$ cat src/rtl/collect_pkg.sv
// Shared bag codes, FSM/step encodings and reply mapping for the collect link master.
package collect_pkg;

  localparam logic [3:0] BAG_DLINK  = 4'b1000;
  localparam logic [3:0] BAG_DTYPE  = 4'b1001;
  localparam logic [3:0] BAG_DTEMP  = 4'b1010;
  localparam logic [3:0] BAG_DATA0  = 4'b1101;
  localparam logic [3:0] BAG_DATA1  = 4'b1110;

  localparam logic [3:0] BAG_DIDX   = 4'b0101;
  localparam logic [3:0] BAG_DPARAM = 4'b0110;
  localparam logic [3:0] BAG_DDIDX  = 4'b0111;

  typedef enum logic [2:0] {
    ST_IDLE  = 3'd0,
    ST_SEND  = 3'd1,
    ST_WAIT  = 3'd2,
    ST_ACK   = 3'd3,
    ST_CHECK = 3'd4,
    ST_GAP   = 3'd5
  } state_t;

  typedef enum logic [2:0] {
    STEP_LINK  = 3'd0,
    STEP_TYPE  = 3'd1,
    STEP_TEMP  = 3'd2,
    STEP_DATA0 = 3'd3,
    STEP_DATA1 = 3'd4
  } step_t;

  function automatic logic [3:0] expected_reply(input logic [3:0] cmd);
    case (cmd)
      BAG_DLINK: return BAG_DIDX;
      BAG_DTYPE: return BAG_DPARAM;
      default:   return BAG_DDIDX;
    endcase
  endfunction

  function automatic logic [3:0] step_cmd(input step_t s);
    case (s)
      STEP_LINK:  return BAG_DLINK;
      STEP_TYPE:  return BAG_DTYPE;
      STEP_TEMP:  return BAG_DTEMP;
      STEP_DATA0: return BAG_DATA0;
      default:    return BAG_DATA1;
    endcase
  endfunction

endpackage

$ cat src/rtl/collect_wdt.sv
// Loadable down-counter shared by the reply watchdog and the inter-command gap.
// done is high while enabled and the count has reached zero.
module collect_wdt (
  input  logic        clk,
  input  logic        rst,
  input  logic        clr,
  input  logic        load,
  input  logic [15:0] load_val,
  input  logic        en,
  output logic        done
);

  logic [15:0] cnt_reg;

  always_ff @(posedge clk or posedge rst) begin
    if (rst) begin
      cnt_reg <= 16'd0;
    end else if (clr) begin
      cnt_reg <= 16'd0;
    end else if (load) begin
      cnt_reg <= load_val;
    end else if (en && (cnt_reg != 16'd0)) begin
      cnt_reg <= cnt_reg - 16'd1;
    end
  end

  assign done = en && (cnt_reg == 16'd0);

endmodule

$ cat src/rtl/collect_master.sv
// Command sequencer for the collect link: LINK, TYPE, [TEMP], then DATA0/DATA1 poll.
// Define COLLECT_MASTER_TEMP_EN to include the DTEMP step in the sequence.
module collect_master
  import collect_pkg::*;
#(
  parameter logic [15:0] TIMEOUT = 16'd2000,
  parameter int          RETRY   = 3,
  parameter logic [7:0]  GAP     = 8'd16
) (
  input  logic        clk,
  input  logic        rst,
  input  logic        start,
  input  logic        stop,
  output logic        fs_send,
  output logic [3:0]  send_btype,
  input  logic        fd_send,
  input  logic        fs_read,
  input  logic [3:0]  read_btype,
  output logic        fd_read,
  output logic        link,
  output logic        err,
  output logic [3:0]  err_code,
  output logic [15:0] frame_cnt
);

  localparam logic [7:0]  RETRY_MAX = 8'(RETRY);
  // Loading N-1 makes done appear in the N-th enabled cycle.
  localparam logic [15:0] WAIT_LOAD = TIMEOUT - 16'd1;
  localparam logic [15:0] GAP_LOAD  = (GAP == 8'd0) ? 16'd0 : ({8'd0, GAP} - 16'd1);

  state_t      state_reg, state_next;
  step_t       step_reg, step_next;
  logic [7:0]  retry_reg, retry_next;
  logic [3:0]  rtype_reg, rtype_next;
  logic        link_reg, link_next;
  logic        err_reg, err_next;
  logic [3:0]  err_code_reg, err_code_next;
  logic [15:0] frame_cnt_reg, frame_cnt_next;
  logic        fs_send_reg;
  logic [3:0]  send_btype_reg;
  logic        fd_read_reg;

  logic        wdt_load;
  logic [15:0] wdt_val;
  logic        wdt_en;
  logic        wdt_clr;
  logic        wdt_done;
  logic        fail;
  logic [3:0]  cur_cmd;
  logic        is_data;

  function automatic step_t step_after(input step_t s);
    case (s)
      STEP_LINK:  return STEP_TYPE;
`ifdef COLLECT_MASTER_TEMP_EN
      STEP_TYPE:  return STEP_TEMP;
      STEP_TEMP:  return STEP_DATA0;
`else
      STEP_TYPE:  return STEP_DATA0;
`endif
      STEP_DATA0: return STEP_DATA1;
      default:    return STEP_DATA0;
    endcase
  endfunction

  assign cur_cmd = step_cmd(step_reg);
  assign is_data = (step_reg == STEP_DATA0) || (step_reg == STEP_DATA1);
  assign wdt_en  = (state_reg == ST_WAIT) || (state_reg == ST_GAP);
  assign wdt_clr = (state_reg == ST_IDLE);

  collect_wdt u_wdt (
    .clk      (clk),
    .rst      (rst),
    .clr      (wdt_clr),
    .load     (wdt_load),
    .load_val (wdt_val),
    .en       (wdt_en),
    .done     (wdt_done)
  );

  always_ff @(posedge clk or posedge rst) begin
    if (rst) begin
      state_reg      <= ST_IDLE;
      step_reg       <= STEP_LINK;
      retry_reg      <= 8'd0;
      rtype_reg      <= 4'd0;
      link_reg       <= 1'b0;
      err_reg        <= 1'b0;
      err_code_reg   <= 4'd0;
      frame_cnt_reg  <= 16'd0;
      fs_send_reg    <= 1'b0;
      send_btype_reg <= 4'd0;
      fd_read_reg    <= 1'b0;
    end else begin
      state_reg      <= state_next;
      step_reg       <= step_next;
      retry_reg      <= retry_next;
      rtype_reg      <= rtype_next;
      link_reg       <= link_next;
      err_reg        <= err_next;
      err_code_reg   <= err_code_next;
      frame_cnt_reg  <= frame_cnt_next;
      fs_send_reg    <= (state_next == ST_SEND);
      send_btype_reg <= (state_next == ST_SEND) ? step_cmd(step_next) : 4'd0;
      fd_read_reg    <= (state_next == ST_ACK);
    end
  end

  always_comb begin
    state_next     = state_reg;
    step_next      = step_reg;
    retry_next     = retry_reg;
    rtype_next     = rtype_reg;
    link_next      = link_reg;
    err_next       = err_reg;
    err_code_next  = err_code_reg;
    frame_cnt_next = frame_cnt_reg;
    wdt_load       = 1'b0;
    wdt_val        = 16'd0;
    fail           = 1'b0;

    case (state_reg)
      ST_IDLE: begin
        if (start) begin
          state_next     = ST_SEND;
          step_next      = STEP_LINK;
          retry_next     = 8'd0;
          link_next      = 1'b0;
          err_next       = 1'b0;
          err_code_next  = 4'd0;
          frame_cnt_next = 16'd0;
        end
      end
      ST_SEND: begin
        if (fd_send) begin
          state_next = ST_WAIT;
          wdt_load   = 1'b1;
          wdt_val    = WAIT_LOAD;
        end
      end
      ST_WAIT: begin
        // A reply arriving in the expiry cycle takes priority over the timeout.
        if (fs_read) begin
          state_next = ST_ACK;
          rtype_next = read_btype;
        end else if (wdt_done) begin
          fail = 1'b1;
        end
      end
      ST_ACK: begin
        if (!fs_read) begin
          state_next = ST_CHECK;
        end
      end
      ST_CHECK: begin
        if (rtype_reg == expected_reply(cur_cmd)) begin
          retry_next = 8'd0;
          if (step_reg == STEP_LINK) begin
            link_next = 1'b1;
          end
          if (is_data) begin
            frame_cnt_next = frame_cnt_reg + 16'd1;
          end
          if (is_data && stop) begin
            state_next = ST_IDLE;
            link_next  = 1'b0;
          end else begin
            state_next = ST_GAP;
            step_next  = step_after(step_reg);
            wdt_load   = 1'b1;
            wdt_val    = GAP_LOAD;
          end
        end else begin
          fail = 1'b1;
        end
      end
      ST_GAP: begin
        if (wdt_done) begin
          state_next = ST_SEND;
        end
      end
      default: state_next = ST_IDLE;
    endcase

    if (fail) begin
      if (retry_reg == RETRY_MAX) begin
        state_next    = ST_IDLE;
        err_next      = 1'b1;
        err_code_next = cur_cmd;
        link_next     = 1'b0;
      end else begin
        state_next = ST_SEND;
        retry_next = retry_reg + 8'd1;
      end
    end
  end

  assign fs_send    = fs_send_reg;
  assign send_btype = send_btype_reg;
  assign fd_read    = fd_read_reg;
  assign link       = link_reg;
  assign err        = err_reg;
  assign err_code   = err_code_reg;
  assign frame_cnt  = frame_cnt_reg;

endmodule
$ cat config.mk
export PLATFORM = sky130hd
export DESIGN_NAME = collect_master
export DESIGN_NICKNAME = d
export VERILOG_FILES = /design/src/rtl/collect_pkg.sv /design/src/rtl/collect_wdt.sv /design/src/rtl/collect_master.sv
export SDC_FILE = /design/constraint.sdc
export NUM_CORES = 1
export LEC_CHECK = 0
export ABC_CLOCK_PERIOD_IN_PS = 3360
export CORE_ASPECT_RATIO = 0.6
export CORE_UTILIZATION = 50
export CTS_CLUSTER_SIZE = 25
export DETAILED_ROUTE_END_ITERATION = 6
export PLACE_DENSITY = 0.74
export SLEW_MARGIN = 0
export SYNTH_ARGS = -nofsm -noshare
export SYNTH_HDL_FRONTEND = slang
export SYNTH_HIERARCHICAL = 1
export SYNTH_SLANG_ARGS = --single-unit
$ cat constraint.sdc
create_clock -name clk -period 3.36 [get_ports clk]
set_input_delay 0.672 -clock clk [delete_from_list [all_inputs] [get_ports clk]]
set_output_delay 0.672 -clock clk [all_outputs]
set_load 0.005 [all_outputs]
==> impl_metrics.ini <==
[outcome]
outcome = complete, no violations

[clock_tree]
cts_tree = yes
htreeDepth = 3
root_buffer = clkbuf_16
clk_pin_slew_ns = 0.05
cts_sinks = 61
cts_hold_buf = 0
cts_setup_buffers = 0
cts_resized = 0
clock_path_buffers = 2
cts_buffers = 9
worst_skew_pair.late_latency_ns = 0.34

[die]
ioPinCount = 38
core.rowCount = 23
fp.coreArea_sq_mm = 0.00688
die-area_sq_mm = 0.00767
initial_core_util = 0.531
die_width_um = 112
die_h_um = 68.2

[critical_path]
timing.rr.start = step_reg[1]$_DFF_PP0_
rrSetupSlack_ns = 0.17
startpoint_type = flip-flop
required_ns = 3.62
critPathMaxFanout = 12
r2r_cells = 8
worstSetupEndpointType = flip-flop
crit_arrival_ns = 3.45
reg2reg_to = u_wdt/cnt_reg[15]$_DFFE_PP0P_
path_class = reg2reg

[yosys]
yosysSeqAreaShare = 0.418
netlist_area_sq_mm = 0.00365
netlist_instances = 387
ys_types = 69
yosys_register_bits = 61
synth-edff-count = 0
synth_ff_type = dfrtp_1
yosys_warnings = 6
synthArstFlopShare = 1.00
avgSynthCellArea_sq_um = 9.44

[cells_and_area]
fin_cells = 528
area_delta_synth_final_pct = 21.6
finalInstanceArea_sq_mm = 0.00444
final_core_util = 0.646
antenna_cells = 0
nNetsFinal = 451
drive_gt1_frac = 0.129
fill_cells = 564

[routing]
dr.pass1.iters = 5
wire_per_inst_um = 16.9
routed_wl_mm = 8.93
first_iter_violations = 275
vias_per_cell = 6.07
drtAntennaViolNets = 0
drc = 0
vias = 3203

[pwr]
p_int_mw = 2.03
p_sw_mw = 1.39
clock_power_share = 0.247
cellPowerDensity_mw_per_mm2 = 770
power_leakage_nw = 1.87
combPwrFrac = 0.461
pwr-share-seq = 0.293
total_power_mw = 3.42
switching_share = 0.406
peakVddDrop_mv = 0.377

[global_routing]
track_usage = 0.256
grt-ovfl-total = 0
grt_pass1_wl_mm = 14.7
antenna_found_initial = 0
grt_start_max_net_pins = 46
grt_pass1_vias = 2890

[place]
pre_cts_ws_ns = 0.128
dp_cells = 514
place_area_sq_mm = 0.00418
place_hpwl_mm = 6.36
portBuffers = 37
place.gp.congestion = 0.878

[timing]
finalClockSkew_ns = 0.00640
worst_slew_pin_slew_ns = 0.931
whs_ns = 0.478
fin_crit_sh = 0.951
fin_crit_ns = 3.19
tns_ns = 0
drv_slew = 0
fin_ws_ns = 0.166
setup_viol = 0
fmax_mhz = 313
slew_headroom = 0.379
rsz0062_at_grt = false
final_hold_viol_count = 0

[worst_hold_path]
hold_class = reg2reg
hold_path_end = err$_DFF_PP0_
hold_start = err$_DFF_PP0_
hold_depth = 1

[job]
cap_viol_max_count = 0
[placed cells by master (no fill, tap or decap), types with 5 or more instances in the layout]
master	netlist	layout
clkdlybuf4s50_1	0	37
nor4_1	5	5
or4_1	6	6
and3_1	7	7
nand2_1	36	36
a21oi_1	16	16
o211ai_1	7	7
mux2i_1	7	7
clkbuf_16	0	9
inv_1	11	10
or3_1	8	8
nor3_1	18	18
mux2_2	6	6
o2bb2ai_1	11	11
nor2b_1	5	5
xor2_1	5	5
nor3b_1	9	9
nand3_1	10	10
nor2_1	23	23
o21ai_0	24	24
a22oi_1	5	5
buf_4	4	16
nand4_1	9	9
conb_1	1	7
dfrtp_1	61	61
[kinds of logic (layout without fill, tap and decap cells)]
logic type,after synthesis,count (layout),synth area share
buffers and inverters,30,78,0.0401
AO/OA/AOI/OAI,100,100,0.194
XOR/XNOR,10,10,0.0260
AND/OR/NAND/NOR,168,168,0.269
adder cells (fa/ha/maj),3,3,0.0103
flip-flops,61,61,0.418
multiplexers,14,14,0.0414
other,1,7,0.00103
[per-layer routing]
layer | vias to the layer above | GRT usage | part of all wire
met4 | 0 | 0.0950 | 0.016
met3 | 17 | 0.0638 | 0.066
met5 | - | 0 | 0
met2 | 129 | 0.344 | 0.39
met1 | 1509 | 0.391 | 0.52
li1 | 1548 | - | -
[synthesized netlist by cell type, drive strengths merged, types with 10 or more instances]
library cell / n / area share
nand3: 12 / 0.021
clkbuf: 11 / 0.012
a21oi: 18 / 0.029
nor2: 23 / 0.024
nand2: 36 / 0.037
nand4: 10 / 0.021
nor3: 19 / 0.029
o2bb2ai: 11 / 0.026
inv: 11 / 0.011
nor3b: 10 / 0.024
dfrtp: 61 / 0.42
o21ai: 26 / 0.039
[critical path, stage by stage, from the launching register on]
cell and delay, ns:
dfrtp_1 0.50, nor3b_4 0.27, mux2i_2 0.45, nor4_2 0.16, or2_2 0.33, or2_1 0.24
or4_4 0.51, or4_1 0.55, o211ai_1 0.10
[area by class of cell]
class                           count  area (sq um)  share of cell area
Clock buffer                       12           256              0.0577
Clock inverter                      2          10.0             0.00225
Multi-Input combinational cell    302          2010               0.452
Inverter                           11          41.3             0.00929
Sequential cell                    61          1530               0.343
Timing Repair Buffer               53           490               0.110
Tap cell                           87           109              0.0245
[power groups by stage]
| stage | logic [mW] | clock network, mW | registers (mW) |
|---|---|---|---|
| after floorplan | 1.14 | 0 | 0.968 |
| after global placement | 1.50 | 0 | 1.00 |
| after detailed placement | 1.54 | 0 | 1.01 |
| after CTS | 1.55 | 0.858 | 0.998 |
| after global routing | 1.73 | 0.895 | 1.02 |
| final | 1.58 | 0.844 | 1.00 |
[worst max path at each step]
stage	start	end
global route	step_reg[1]$_DFF_PP0_	u_wdt/cnt_reg[10]$_DFFE_PP0P_
detailed placement	stop	u_wdt/cnt_reg[15]$_DFFE_PP0P_
global placement	stop	u_wdt/cnt_reg[15]$_DFFE_PP0P_
floorplan	step_reg[0]$_DFF_PP0_	u_wdt/cnt_reg[1]$_DFFE_PP0P_
finish	step_reg[1]$_DFF_PP0_	u_wdt/cnt_reg[15]$_DFFE_PP0P_
CTS	step_reg[1]$_DFF_PP0_	u_wdt/cnt_reg[15]$_DFFE_PP0P_
Note: power is estimated with default switching activity, not from simulation.
